$ cat src/rtl/out_port_uart_tx_pkg.sv
// Shared types and default constants for the OUT-port UART transmitter.
package out_port_uart_tx_pkg;

    localparam int unsigned CLKS_PER_BIT_DEFAULT = 868;
    localparam int unsigned FIFO_DEPTH_DEFAULT   = 4;

    typedef enum logic [1:0] {
        IDLE  = 2'd0,
        START = 2'd1,
        DATA  = 2'd2,
        STOP  = 2'd3
    } tx_state_t;

endpackage

$ cat src/rtl/byte_fifo.sv
// Byte FIFO with show-ahead head output; pushes into a full FIFO are ignored.
module byte_fifo
    import out_port_uart_tx_pkg::*;
#(
    parameter int unsigned DEPTH = FIFO_DEPTH_DEFAULT
) (
    input  logic                   clk,
    input  logic                   rst,
    input  logic                   push,
    input  logic                   pop,
    input  logic [7:0]             din,
    output logic [7:0]             dout,
    output logic [$clog2(DEPTH):0] count,
    output logic                   full,
    output logic                   empty
);

    localparam int unsigned PTR_W = $clog2(DEPTH);
    localparam int unsigned CNT_W = PTR_W + 1;

    logic [7:0]       mem [DEPTH];
    logic [PTR_W-1:0] wr_ptr;
    logic [PTR_W-1:0] rd_ptr;
    logic             do_push;
    logic             do_pop;

    assign do_push = push && !full;
    assign do_pop  = pop && !empty;
    assign full    = (count == CNT_W'(DEPTH));
    assign empty   = (count == '0);
    assign dout    = mem[rd_ptr];

    // Storage array; contents need no reset because count gates every read.
    always_ff @(posedge clk) begin
        if (do_push) begin
            mem[wr_ptr] <= din;
        end
    end

    // Pointers wrap naturally at the power-of-two depth; count tracks occupancy.
    always_ff @(posedge clk or posedge rst) begin
        if (rst) begin
            wr_ptr <= '0;
            rd_ptr <= '0;
            count  <= '0;
        end else begin
            if (do_push) begin
                wr_ptr <= wr_ptr + PTR_W'(1);
            end
            if (do_pop) begin
                rd_ptr <= rd_ptr + PTR_W'(1);
            end
            case ({do_push, do_pop})
                2'b10:   count <= count + CNT_W'(1);
                2'b01:   count <= count - CNT_W'(1);
                default: count <= count;
            endcase
        end
    end

endmodule

$ cat src/rtl/out_port_uart_tx.sv
// Turns changes on a processor OUT port into queued 8N1 serial frames.
module out_port_uart_tx
    import out_port_uart_tx_pkg::*;
#(
    parameter int unsigned CLKS_PER_BIT = CLKS_PER_BIT_DEFAULT,
    parameter int unsigned FIFO_DEPTH   = FIFO_DEPTH_DEFAULT
) (
    input  logic                        CLK100MHZ,
    input  logic                        rst,
    input  logic [7:0]                  port_in,
    output logic                        tx,
    output logic                        busy,
    output logic                        overflow,
    output logic [$clog2(FIFO_DEPTH):0] fifo_count
);

    localparam int unsigned BAUD_W = $clog2(CLKS_PER_BIT);
    localparam logic [BAUD_W-1:0] BAUD_LAST = BAUD_W'(CLKS_PER_BIT - 1);

    tx_state_t         state;
    logic [BAUD_W-1:0] baud_cnt;
    logic [2:0]        bit_idx;
    logic [7:0]        shift_reg;
    logic [7:0]        last_in;
    logic              push;
    logic              pop;
    logic [7:0]        fifo_dout;
    logic              fifo_full;
    logic              fifo_empty;

    assign push = (port_in != last_in);
    assign pop  = (state == IDLE) && !fifo_empty;
    assign busy = (state != IDLE) || (fifo_count != '0);

    byte_fifo #(
        .DEPTH (FIFO_DEPTH)
    ) u_fifo (
        .clk   (CLK100MHZ),
        .rst   (rst),
        .push  (push),
        .pop   (pop),
        .din   (port_in),
        .dout  (fifo_dout),
        .count (fifo_count),
        .full  (fifo_full),
        .empty (fifo_empty)
    );

    // Change detector and sticky overflow flag.
    always_ff @(posedge CLK100MHZ or posedge rst) begin
        if (rst) begin
            last_in  <= 8'h00;
            overflow <= 1'b0;
        end else begin
            if (push) begin
                last_in <= port_in;
            end
            if (push && fifo_full) begin
                overflow <= 1'b1;
            end
        end
    end

    // Frame FSM: start bit, eight data bits LSB first, stop bit.
    always_ff @(posedge CLK100MHZ or posedge rst) begin
        if (rst) begin
            state     <= IDLE;
            tx        <= 1'b1;
            baud_cnt  <= '0;
            bit_idx   <= '0;
            shift_reg <= '0;
        end else begin
            case (state)
                IDLE: begin
                    tx <= 1'b1;
                    if (!fifo_empty) begin
                        shift_reg <= fifo_dout;
                        tx        <= 1'b0;
                        baud_cnt  <= '0;
                        bit_idx   <= '0;
                        state     <= START;
                    end
                end
                START: begin
                    if (baud_cnt == BAUD_LAST) begin
                        baud_cnt <= '0;
                        tx       <= shift_reg[0];
                        state    <= DATA;
                    end else begin
                        baud_cnt <= baud_cnt + BAUD_W'(1);
                    end
                end
                DATA: begin
                    if (baud_cnt == BAUD_LAST) begin
                        baud_cnt <= '0;
                        if (bit_idx == 3'd7) begin
                            tx    <= 1'b1;
                            state <= STOP;
                        end else begin
                            bit_idx   <= bit_idx + 3'd1;
                            tx        <= shift_reg[1];
                            shift_reg <= {1'b0, shift_reg[7:1]};
                        end
                    end else begin
                        baud_cnt <= baud_cnt + BAUD_W'(1);
                    end
                end
                STOP: begin
                    tx <= 1'b1;
                    if (baud_cnt == BAUD_LAST) begin
                        baud_cnt <= '0;
                        state    <= IDLE;
                    end else begin
                        baud_cnt <= baud_cnt + BAUD_W'(1);
                    end
                end
                default: begin
                    tx    <= 1'b1;
                    state <= IDLE;
                end
            endcase
        end
    end

endmodule
$ cat config.mk
export PLATFORM = sky130hd
export DESIGN_NAME = out_port_uart_tx
export DESIGN_NICKNAME = d
export VERILOG_FILES = /design/src/rtl/out_port_uart_tx_pkg.sv /design/src/rtl/byte_fifo.sv /design/src/rtl/out_port_uart_tx.sv
export SDC_FILE = /design/constraint.sdc
export NUM_CORES = 1
export LEC_CHECK = 0
export CORE_ASPECT_RATIO = 1.5
export CORE_MARGIN = 2
export CORE_UTILIZATION = 54
export DETAILED_ROUTE_END_ITERATION = 6
export PLACE_DENSITY_LB_ADDON = 0.05
export SYNTH_ARGS = -nofsm -noshare
export SYNTH_HDL_FRONTEND = slang
export SYNTH_HIERARCHICAL = 1
export SYNTH_SLANG_ARGS = --single-unit
$ cat constraint.sdc
create_clock -name CLK100MHZ -period 2 [get_ports CLK100MHZ]
set_input_delay 0.4 -clock CLK100MHZ [delete_from_list [all_inputs] [get_ports CLK100MHZ]]
set_output_delay 0.4 -clock CLK100MHZ [all_outputs]
set_load 0.005 [all_outputs]
Word-level counts from Yosys, hierarchy flattened --
Memories as Yosys holds them, arrays and structs flattened. Cells that the tools add are included. W data, S select, Z words.
Storage, ports and cells: flip-flop bits (word level) 40, RAM bits 32, output and inout bits 6, logic and storage cells 74, memories kept 1
Operators by class: add/subtract/negate cells 6, eq/ne operators 15, muxes and demuxes 25, reductions and logical operators 17
Memory list:
- u_fifo.mem | depth 4, bits a word 8, rd ports 1, clocked after memory_dff 0, write ports 1, RTL line byte_fifo.sv:21 | logic [7:0] mem [DEPTH];
Operators by type and width (count):
- $mux W8 | 3
- $mux W10 | 2
- $pmux W10 S2 | 1
- $pmux W8 S2 | 1
- $ne A2 B2 Y1 const B | 6
- $pmux W3 S2 | 2
- $add A10 B1 Y10 const B | 1
- $eq A10 B10 Y1 const B | 1
- $mux W2 | 5
- $mux W3 | 3
- $ne A8 B8 Y1 | 1
- $pmux W2 S4 | 1
- $add A3 B1 Y3 const B | 2
- $eq A2 B2 Y1 const B | 3
- $eq A3 B3 Y1 const B | 2
- $mux W1 | 6
- $reduce_bool A2 Y1 | 3
- $reduce_and A5 Y1 | 1
- $add A2 B1 Y2 const B | 2
- $eq A2 B1 Y1 const B | 2
- $logic_and A1 B1 Y1 | 4
- $pmux W1 S4 | 1
- $reduce_and A4 Y1 | 1
- $logic_not A3 Y1 | 1
- other kinds (7) | 8

Logic depth before layout (Yosys ltp) --
Gate-level depths: netlist (run 1).
depth in word-level cells 6, depth in mapped cells 11, mapped depth without buffers 11

Hierarchy --
The synthesis (run 1) kept the hierarchy.
Modules (own cells, without submodules):
- out_port_uart_tx | times used 1, cells each 161, area an instance 1816.7 sq um, seq. area each 827.0 sq um
- byte_fifo | times used 1, cells each 80, area an instance 1596.5 sq um, seq. area each 1136.1 sq um

Least setup slack after synthesis (run 1) --
Ideal clock, no wire load.
path type register -> register, start point reg state[0], end point reg u_fifo.count[2], library setup time 0.079 ns, arrival time 2.047 ns, slack -0.127 ns, cell stages (with the launch flop) 12, cell sequence dfrtp_1 -> inv_1 -> ha_1 -> buf_2 -> and2b_1 -> o31a_2 -> ha_1 -> inv_1 -> fa_1 -> xor2_1 -> nor2_1 -> xor2_1
Between the ends: word-level cells in the longest chain between the ends 5
RTL lines:
- start: declaration | RTL line out_port_uart_tx.sv:20 | tx_state_t state;
- start signal: assignment | RTL line out_port_uart_tx.sv:67 | state <= IDLE;
- start signal: assignment | RTL line out_port_uart_tx.sv:81 | state <= START;
- start signal: assignment | RTL line out_port_uart_tx.sv:88 | state <= DATA;
- $logic_not A2 Y1 * | RTL line out_port_uart_tx.sv:32 | assign pop = (state == IDLE) && !fifo_empty;
- $logic_and A1 B1 Y1 * | RTL line out_port_uart_tx.sv:32
- net pop | RTL line out_port_uart_tx.sv:26 | logic pop;
- $logic_and A1 B1 Y1 * | RTL line byte_fifo.sv:28 | assign do_pop = pop && !empty;
- net u_fifo.do_pop | RTL line byte_fifo.sv:25 | logic do_pop;
- $eq A2 B1 Y1 / $eq A2 B2 Y1 (equally long branches) | RTL line byte_fifo.sv:53 | case ({do_push, do_pop})
- $pmux W3 S2 / $reduce_bool A2 Y1 (equally long branches)
- end signal: assignment | RTL line byte_fifo.sv:54 | 2'b10: count <= count + CNT_W'(1);
- end signal: assignment | RTL line byte_fifo.sv:55 | 2'b01: count <= count - CNT_W'(1);
- end signal: assignment | RTL line byte_fifo.sv:56 | default: count <= count;
- end: declaration | RTL line byte_fifo.sv:13 | output logic [$clog2(DEPTH):0] count,
The timed path passes the listed nets; every way through them passes the cells marked *. A chain may end at the register's enable or synchronous reset.

Final worst setup path (run 1) --
start point in port_in[6], end point reg u_fifo.count[2]
Between the ends: word-level cells in the longest chain between the ends 4
RTL lines:
- start: declaration | RTL line out_port_uart_tx.sv:10 | input logic [7:0] port_in,
- $ne A8 B8 Y1 * | RTL line out_port_uart_tx.sv:31 | assign push = (port_in != last_in);
- net push | RTL line out_port_uart_tx.sv:25 | logic push;
- $logic_and A1 B1 Y1 * | RTL line byte_fifo.sv:27 | assign do_push = push && !full;
- $eq A2 B1 Y1 / $eq A2 B2 Y1 (equally long branches) | RTL line byte_fifo.sv:53
- $pmux W3 S2 / $reduce_bool A2 Y1 (equally long branches)
Marked as above.

==> metrics, run 1 <==
status finished with violations; violated checks negative setup slack; CTS tree done; Max VDD drop 0.866 mV; ant diodes 0; setup_tns -0.652 ns; area added between synthesis and finish 22.4%; initial core utilization 0.557; fin crit share 1.14; Buffers & Inverters on Critical Path 3; max reg flops 32; CTS Sinks roughly 70; Port-buffer cells 15; Nets between 300 and 400; reg2reg start last_in[4]; most common cell after layout, fill and taps aside dfrtp_1; Max clock buf depth 2; fraction of registers with async set/reset 0.556; synth unique cells a little under 50; Setup-failing EPs final 4; worst reg2reg path depth 12; clock-pin slew on the worst setup and hold paths about 0.08 ns; WL final 5.76 mm; die height between 100 and 150 um; crit path max fanout 2; clock latency at the later pin of the worst-skew pair about 0.33 ns; slowest stage delay, CP about 0.43 ns; Yosys reg bits between 70 and 80; Critical Path Sink Type register; Root Buffer clkbuf_8; RR Endpoint u_fifo/count[2]; Syn Inst Count 241; gr ovfl total 0; PwrDens ~1600 nW/um^2; CP Launch Type primary input; GP Congestion around 0.70; maxcap violations 0; most used cell, CP xor2_1; biggest regs u_fifo/mem x32, baud_cnt x10; Post-synth EDFFs 32; Top reg by flops u_fifo/mem; Placed Area 3840 sq um; CP delay by family, top simple AND/OR/NAND/NOR gates; LEAKAGE between 1.5 and 2 nW; Period minus WS final approximately 2.3 ns; Total GRT Usage 0.190; DP Cell Count 344; RSZ-0062 raised after global routing yes; Final Max Slew Viols 0; slowest CP cell clkdlybuf4s50_1; first-pass GRT wire length about 9.6 mm; vias in the first global route between 2k and 2.5k; DR iter-0 viols 93; length of the first detailed-routing pass in iterations 4; CTS buffer count 9; H-tree depth 3; crit path DAT 2.54 ns; Top Ports 16; largest net degree at the start of global routing 34; Final Non-Filler Cells around 370; total number of vias around 2k; routed vias/inst approximately 5.3; instance count on the critical path 12; number of cell rows 35; Avg WL per Cell about 16 um; synthesized cell area roughly 3400 sq um; post-synth net total between 200 and 300; Peak Freq 439 MHz; syn_area_per_cell about 14 sq um; Ys Warns 6; DRC 0; Detailed Place HPWL 3.96 mm; crit path setup slack, layout -0.278 ns; final hold vios 0; Slew @ Worst Pin around 0.44 ns; fraction of layout cells with a size suffix above 1 0.381; die area around 7000 sq um; final instance area ~4200 sq um; Die Wd just under 70 um; antenna violations before repair 0; Hold Crit Class primary input to asynchronous set/reset pin; most frequent cells in the layout 39 x dfrtp_1, 36 x buf_4, 32 x edfxtp_1; Relative slew margins 0.706; Worst EP required 2.26 ns; Worst R2R Setup Slack -0.27 ns; core area 6130 sq um; sequential share of the synthesized area 0.575; skew final 0.0108 ns; Synth Flop Type dfrtp_1; crit-path cells clkdlybuf4s50_1, xor2_1, nor4_2, nand2_2, nor2b_4, inv_2, ha_4, inv_2, fa_2, xor2_1, nor2_1, xor2_1; antenna-violating nets left 0; Final Hold Slack 0.317 ns; Post-CTS Hold Buffers 0; critical path class primary input to register
## cell usage after synthesis, types with 3 or more instances
cell type  instances  area, sq um
inv_1             14         52.6
mux2_2            12          135
nor3_1             3         15.0
clkbuf_1          10         37.5
mux4_2             8          180
mux2i_1            5         50.1
xor2_1            11         96.3
nor2_1             6         22.5
edfxtp_1          32          961
dfrtp_1           39          976
nand2_1           11         41.3
and2_2             4         30.0
xnor2_1            4         35.0
o21ai_0            5         25.0
ha_1              13          163
a21oi_1            8         40.0
nand3_1            5         25.0
mux2_4             9          135
buf_2              3         15.0
a31oi_1            3         18.8
## report_power, final
group | total [mW] | switching [mW] | internal [mW]
sequential | 2.41 | 0.303 | 2.11
combinational | 2.69 | 1.12 | 1.57
clock | 1.41 | 0.570 | 0.844
## layer usage
metal  GRT usage  share of wire  wire length (um)
met5           0              0                 0
met4      0.0890          0.016                95
met3      0.0467          0.020               115
met2       0.320           0.54              3140
met1       0.226           0.42              2410
## timing repair
| item | CTS | global route |
|---|---|---|
| hold endpoints to repair | 0 | 0 |
| setup buffers | 6 | 2 |
| endpoints found under the setup margin | 21 | 9 |
| resized for setup | 9 | 12 |
| gates cloned | 0 | 0 |
| pin swaps | 4 | 3 |
## through the flow
stage          worst slack, ns  power (mW)   util
2_1_floorplan          -0.0830        4.21      -
3_3_place_gp            -0.688        4.99  0.626
3_5_place_dp            -0.769        5.06  0.626
4_1_cts                 -0.290        6.51  0.676
5_1_grt                 -0.367        6.94  0.681
6_report                -0.278        6.52  0.681
## how the worst max path moves through the flow
| stage | from | end | slack (ns) |
|---|---|---|---|
| 4_1_cts | last_in[5] | u_fifo/count[2] | -0.29 |
| 6_report | port_in[6] | u_fifo/count[2] | -0.28 |
| 5_1_grt | port_in[6] | u_fifo/count[2] | -0.37 |
| 3_5_place_dp | port_in[4] | u_fifo/count[2] | -0.77 |
| 3_3_place_gp | port_in[4] | u_fifo/count[2] | -0.69 |
| 2_1_floorplan | port_in[4] | u_fifo/count[2] | -0.08 |
## kinds of logic after synthesis
logic type                 Yosys count  synth area share
and+or+nand+nor                     50            0.0946
buffers and inverters               30            0.0385
muxes                               34             0.147
adders and majority gates           14            0.0535
xor gates and xnor gates            15            0.0385
AOI/OAI and AO/OA                   26            0.0532
DFF                                 72             0.575
## area by class of cell
type                       count  area, sq um
multi-input combinational    139         1370
sequential                    72         1960
clock inverter                 7          126
tap                           74         92.6
inverter                      14         52.6
timing repair buffer          53          453
clock buffer                   9          124
fill                         451         1950
(Power assumes the default switching activity.)
==> run 2, diff against run 1 <==
--- a/config.mk
+++ b/config.mk
@@ -9,7 +9,7 @@
 export CORE_MARGIN = 2
 export CORE_UTILIZATION = 54
 export DETAILED_ROUTE_END_ITERATION = 6
-export PLACE_DENSITY_LB_ADDON = 0.05
+export PLACE_DENSITY = 0.75
 export SYNTH_ARGS = -nofsm -noshare
 export SYNTH_HDL_FRONTEND = slang
 export SYNTH_HIERARCHICAL = 1
==> metrics, run 2 (synthesis gave the netlist of run 1 again) <==
biggest regs u_fifo/mem x32, baud_cnt x10 (unchanged); Worst EP required 2.27 ns (was 2.26 ns); Root Buffer clkbuf_8 (unchanged); DP Cell Count 345 (was 344); routed vias/inst 5.46 (was 5.35); Layout fillers 431 (was 451); number of cell rows 35 (unchanged); first-pass GRT wire length 9.88 mm (was 9.57 mm); largest net degree at the start of global routing 34 (unchanged); most used cell, CP xor2_1 (unchanged); Final Non-Filler Cells 370 (was 368); Critical Path Sink Type register (unchanged); initial core utilization 0.557 (unchanged); antenna-violating nets left 0 (unchanged); LEAKAGE 1.81 nW (was 1.79 nW); RSZ-0062 raised after global routing yes (unchanged); total number of vias 2021 (was 1968); slowest stage delay, CP 0.37 ns (was 0.43 ns); WL final 6.18 mm (was 5.76 mm); Detailed Place HPWL 3.98 mm (was 3.96 mm); crit-path cells xor2_1, nor4_1, buf_4, nand2_4, nor2b_4, inv_2, ha_4, inv_2, fa_2, xor2_1, nor2_1, xor2_1 (was clkdlybuf4s50_1, xor2_1, nor4_2, nand2_2, nor2b_4, inv_2, ha_4, inv_2, fa_2, xor2_1, nor2_1, xor2_1); DR iter-0 viols 76 (was 93); critical path class register to register (was primary input to register); Die Wd 68.9 um (unchanged); final hold vios 0 (unchanged); fraction of layout cells with a size suffix above 1 0.385 (was 0.381); crit path max fanout 2 (unchanged); Setup-failing EPs final 3 (was 4); length of the first detailed-routing pass in iterations 4 (unchanged); Peak Freq 433 MHz (was 439 MHz); core area 6130 sq um (unchanged); CTS buffer count 9 (unchanged); Nets 316 (was 313); status finished with violations (unchanged); area added between synthesis and finish 21.9% (was 22.4%); violated checks negative setup slack (unchanged); maxcap violations 0 (unchanged); H-tree depth 3 (unchanged); die height 101 um (unchanged); Max clock buf depth 2 (unchanged); Top reg by flops u_fifo/mem (unchanged); Max VDD drop 1.04 mV (was 0.866 mV); GP Congestion 0.796 (was 0.702); vias in the first global route 2156 (was 2060); CTS Sinks 72 (unchanged); CP delay by family, top simple AND/OR/NAND/NOR gates (unchanged); Final Max Slew Viols 0 (unchanged); clock latency at the later pin of the worst-skew pair 0.34 ns (was 0.33 ns); setup_tns -0.600 ns (was -0.652 ns); die area 6990 sq um (unchanged); Worst R2R Setup Slack -0.31 ns (was -0.27 ns); Slew @ Worst Pin 0.443 ns (was 0.442 ns); clock-pin slew on the worst setup and hold paths 0.07 ns (was 0.08 ns); RR Endpoint u_fifo/count[2] (unchanged); Top Ports 16 (unchanged); DRC 0 (unchanged); antenna violations before repair 0 (unchanged); fin crit share 1.15 (was 1.14); CTS tree done (unchanged); reg2reg start last_in[1] (was last_in[4]); CP Launch Type register (was primary input); Hold Crit Class primary input to asynchronous set/reset pin (unchanged); most frequent cells in the layout 39 x dfrtp_1, 39 x buf_4, 32 x edfxtp_1 (was 39 x dfrtp_1, 36 x buf_4, 32 x edfxtp_1); Buffers & Inverters on Critical Path 3 (unchanged); Port-buffer cells 15 (unchanged); max reg flops 32 (unchanged); ant diodes 0 (unchanged); Total GRT Usage 0.196 (was 0.190); gr ovfl total 0 (unchanged); Relative slew margins 0.705 (was 0.706); crit path DAT 2.58 ns (was 2.54 ns); Avg WL per Cell 16.7 um (was 15.6 um); crit path setup slack, layout -0.309 ns (was -0.278 ns); skew final 0.00564 ns (was 0.0108 ns); worst reg2reg path depth 12 (unchanged); Period minus WS final 2.31 ns (was 2.28 ns); PwrDens 1530 nW/um^2 (was 1560 nW/um^2); slowest CP cell dfrtp_1 (was clkdlybuf4s50_1)
run 2: power by group:
group	switching, mW	internal [mW]	total, mW	leakage, nW
Combinational	1.17	1.56	2.73	0.917
Clock	0.531	0.690	1.22	0.103
Sequential	0.314	2.11	2.42	0.786
run 2: timing repair:
action / 4_1_cts / 5_1_grt
gates resized for setup: 18 / 10
setup endpoints to repair: 35 / 34
pin swaps: 7 / 9
buffers inserted: 8 / 3
hold buffers: 0 / 0
run 2: how the worst max path moves through the flow:
stage                          start               to  slack, ns  cells after the start
after floorplan           port_in[4]  u_fifo/count[2]      -0.08                     11
after global placement    port_in[4]  u_fifo/count[2]      -0.73                     13
after detailed placement  port_in[4]  u_fifo/count[2]      -0.81                     13
after CTS                 last_in[4]  u_fifo/count[2]      -0.26                     12
after global routing      last_in[5]  u_fifo/count[2]      -0.35                     12
final                     last_in[1]  u_fifo/count[2]      -0.31                     12
run 2: layout make-up:
| type | count | area [sq um] | area share |
|---|---|---|---|
| clock buffer | 9 | 124 | 0.0298 |
| clock inverter | 6 | 85.1 | 0.0204 |
| inverter | 14 | 52.6 | 0.0126 |
| multi-input combinational | 139 | 1380 | 0.331 |
| sequential | 72 | 1960 | 0.472 |
| tap | 74 | 92.6 | 0.0222 |
| timing repair buffer | 56 | 468 | 0.112 |
run 2: metrics by stage:
step | hold WS, ns | instance area, sq um | power [mW] | utilization | setup slack, ns
after detailed placement | 0.457 | 3830 | 5.02 | 0.625 | -0.813
after floorplan | 0.203 | 3430 | 4.21 | - | -0.0830
after global placement | 0.446 | 3830 | 4.92 | 0.625 | -0.733
after CTS | 0.320 | 4120 | 6.32 | 0.672 | -0.261
after global routing | 0.326 | 4160 | 6.76 | 0.679 | -0.348
final | 0.323 | 4160 | 6.37 | 0.679 | -0.309
run 2: layer usage:
metal | share of wire | track usage | vias to the layer above
li1 | - | - | 966
met1 | 0.40 | 0.228 | 1011
met2 | 0.55 | 0.339 | 32
met3 | 0.027 | 0.0300 | 12
met4 | 0.019 | 0.104 | 0
met5 | 0 | 0 | -
==> RTL change (config.mk and constraints of run 2) <==
Set the package constant `CLKS_PER_BIT_DEFAULT` to 1736 (it was 868).
--- a/src/rtl/out_port_uart_tx_pkg.sv
+++ b/src/rtl/out_port_uart_tx_pkg.sv
@@ -1,7 +1,7 @@
 // Shared types and default constants for the OUT-port UART transmitter.
 package out_port_uart_tx_pkg;
 
-    localparam int unsigned CLKS_PER_BIT_DEFAULT = 868;
+    localparam int unsigned CLKS_PER_BIT_DEFAULT = 1736;
     localparam int unsigned FIFO_DEPTH_DEFAULT   = 4;
 
     typedef enum logic [1:0] {
Check against the original RTL: same outputs for any inputs over 10 cycles, from zero or initial values and one cycle with rst high; that may be too few to reach the edited logic, so the function may still have changed.
==> RTL change against run 2 <==
The run still ends with setup timing left; worst setup slack better by 55 ps; sequential share of layout area about the same; worst hold slack worse by 23 ps; total power down 2.6%; area after synthesis up 5.2%; critical endpoint unchanged; wire length up 21%; sequential cell count up 1; largest cell class unchanged; design area up 1.2%; first-iteration DRC count up 140%; critical path type unchanged.
==> RTL change: results (changes against run 2) <==
| Quantity | Reported | Unit | vs run 2 |
| --- | --- | --- | --- |
| Run status | finished, violations left | - |  |
| Violations in the final reports | setup timing | - |  |
| Worst Max-Slew Pin Slew | 481 | ps | +37.5 ps |
| Clock root buffer | clkbuf_8 | - |  |
| Post-placement setup slack | -791 | ps | +22.2 ps |
| Minimum hold slack | 301 | ps | -22.6 ps |
| Final net count | 343 | - | +8.5% |
| Wire length of the first global-routing pass | 12300 | um | +25% |
| Detailed placement HPWL | 4970 | um | +25% |
| Fin worst setup slack | -253 | ps | +55.3 ps |
| Setup-failing EPs final | 2 | - | -1 |
| Crit path arrival time | 2540 | ps | -40 ps |
| Initial DRT Pass Iterations | 4 | - | unchanged |
| Maximum level of the CTS H-tree | 3 | - | unchanged |
| R2R depth | 11 | - | -1 |
| Vias in the first global route | 2563 | - | +19% |
| Largest registers | u_fifo/mem: 32 flops, baud_cnt: 11 flops | - |  |
| Pin count of the biggest net entering global routing | 35 | - | +2.9% |
| Count of filler cells inserted in the layout | 494 | - | +15% |
| Post-synth net total | 310 | - | +17% |
| Per-instance average area after synthesis | 12.6 | um2 | -11% |
| Xor and xnor area share after synthesis | 3.41 | % | -0.44 points |
| Timing startpoint of the critical path | last_in[0]$_DFFE_PP0P_ | - |  |
| Count of distinct cell types in the synthesized netlist | 56 | - | +14% |
| Average via count per standard cell | 6.21 | - | +14% |
| Total negative setup slack | -365 | ps | +235 ps |
| Wire length per cell after detailed routing | 18.7 | um | +12% |
| Top cells by area, synth | dfrtp_1, edfxtp_1, mux4_2 | - |  |
| CP delay by family, top | simple AND/OR/NAND/NOR gates | - |  |
| Cell Pwr Density | 1470 | nW/um2 | -3.8% |
| Leading post-synthesis cells by instance count | dfrtp_1, edfxtp_1, clkbuf_1 | - |  |
| Placer's final routability congestion estimate | 0.871 | - | +9.4% |
| Fraction of registers with async set/reset | 56.2 | % | +0.61 points |
| Fraction of layout instances using a drive strength above 1 | 25.9 | % | -13 points |
| Total global-route track usage | 22.2 | % | +2.6 points |
| Area added between synthesis and finish | 17.3 | % |  |
| Placed cell areas | 3960 | um2 | +3.3% |
| Post-synthesis mux area share | 6.65 | % | -8.0 points |
| Complex-gate fraction of the synthesized area | 12.1 | % | +6.8 points |
| Leakage | 1.68 | nW | -6.8% |
| Setup bufs post-CTS | 4 | - | -4 |
| Number of placed cells counting well taps | 379 | - | +9.9% |
| Worst-case clock skew | 9.57 | ps | +3.93 ps |
| Sequential-to-total area share from yosys stat | 55.3 | % | -2.2 points |
| Clock-pin slew of the registers on the worst-case setup and hold paths | 80 | ps |  |
| Final non-filler cell total | 400 | - | +8.1% |
| Worst VDD drop | 1140 | uV | +9.8% |
| Adder-cell area share of the yosys netlist | 5.09 | % | -0.27 points |
| Internal power component | 0.00399 | W | -8.3% |
| Clock latency at the later pin of the worst-skew pair | 360 | ps | +20 ps |
| Post-CTS resize count | 13 | - | -5 |
## RTL change: cell types whose count changed in the layout (fill, tap and decap cells not counted), sizes merged, moves of 7 or more
cell and delta:
o211ai +18, mux2 -17, buf -9, nand3 +8
nor4b +7
## RTL change: per-layer routing
layer / GRT usage (%) / up-vias / routed length [um]
met5: 0 / - / 0
met2: 40.0 / 77 / 4210
li1: - / 1142 / -
met4: 11.3 / 0 / 226
met1: 23.6 / 1243 / 2730
met3: 5.43 / 22 / 300
## RTL change: kinds of logic after synthesis
| group | count (synthesis) |
|---|---|
| AND/OR/NAND/NOR | 73 |
| flip-flops | 73 |
| multiplexers | 13 |
| AO/OA/AOI/OAI | 63 |
| buffers and inverters | 36 |
| adder cells (fa/ha/maj) | 14 |
| XOR/XNOR | 14 |
## RTL change: cell type report
class                      count  area share [%]
clock buffer                   9            2.94
timing repair buffer          47            9.12
clock inverter                 7            1.81
sequential                    73            47.2
inverter                      11           0.980
multi-input combinational    177            35.7
tap                           76            2.26
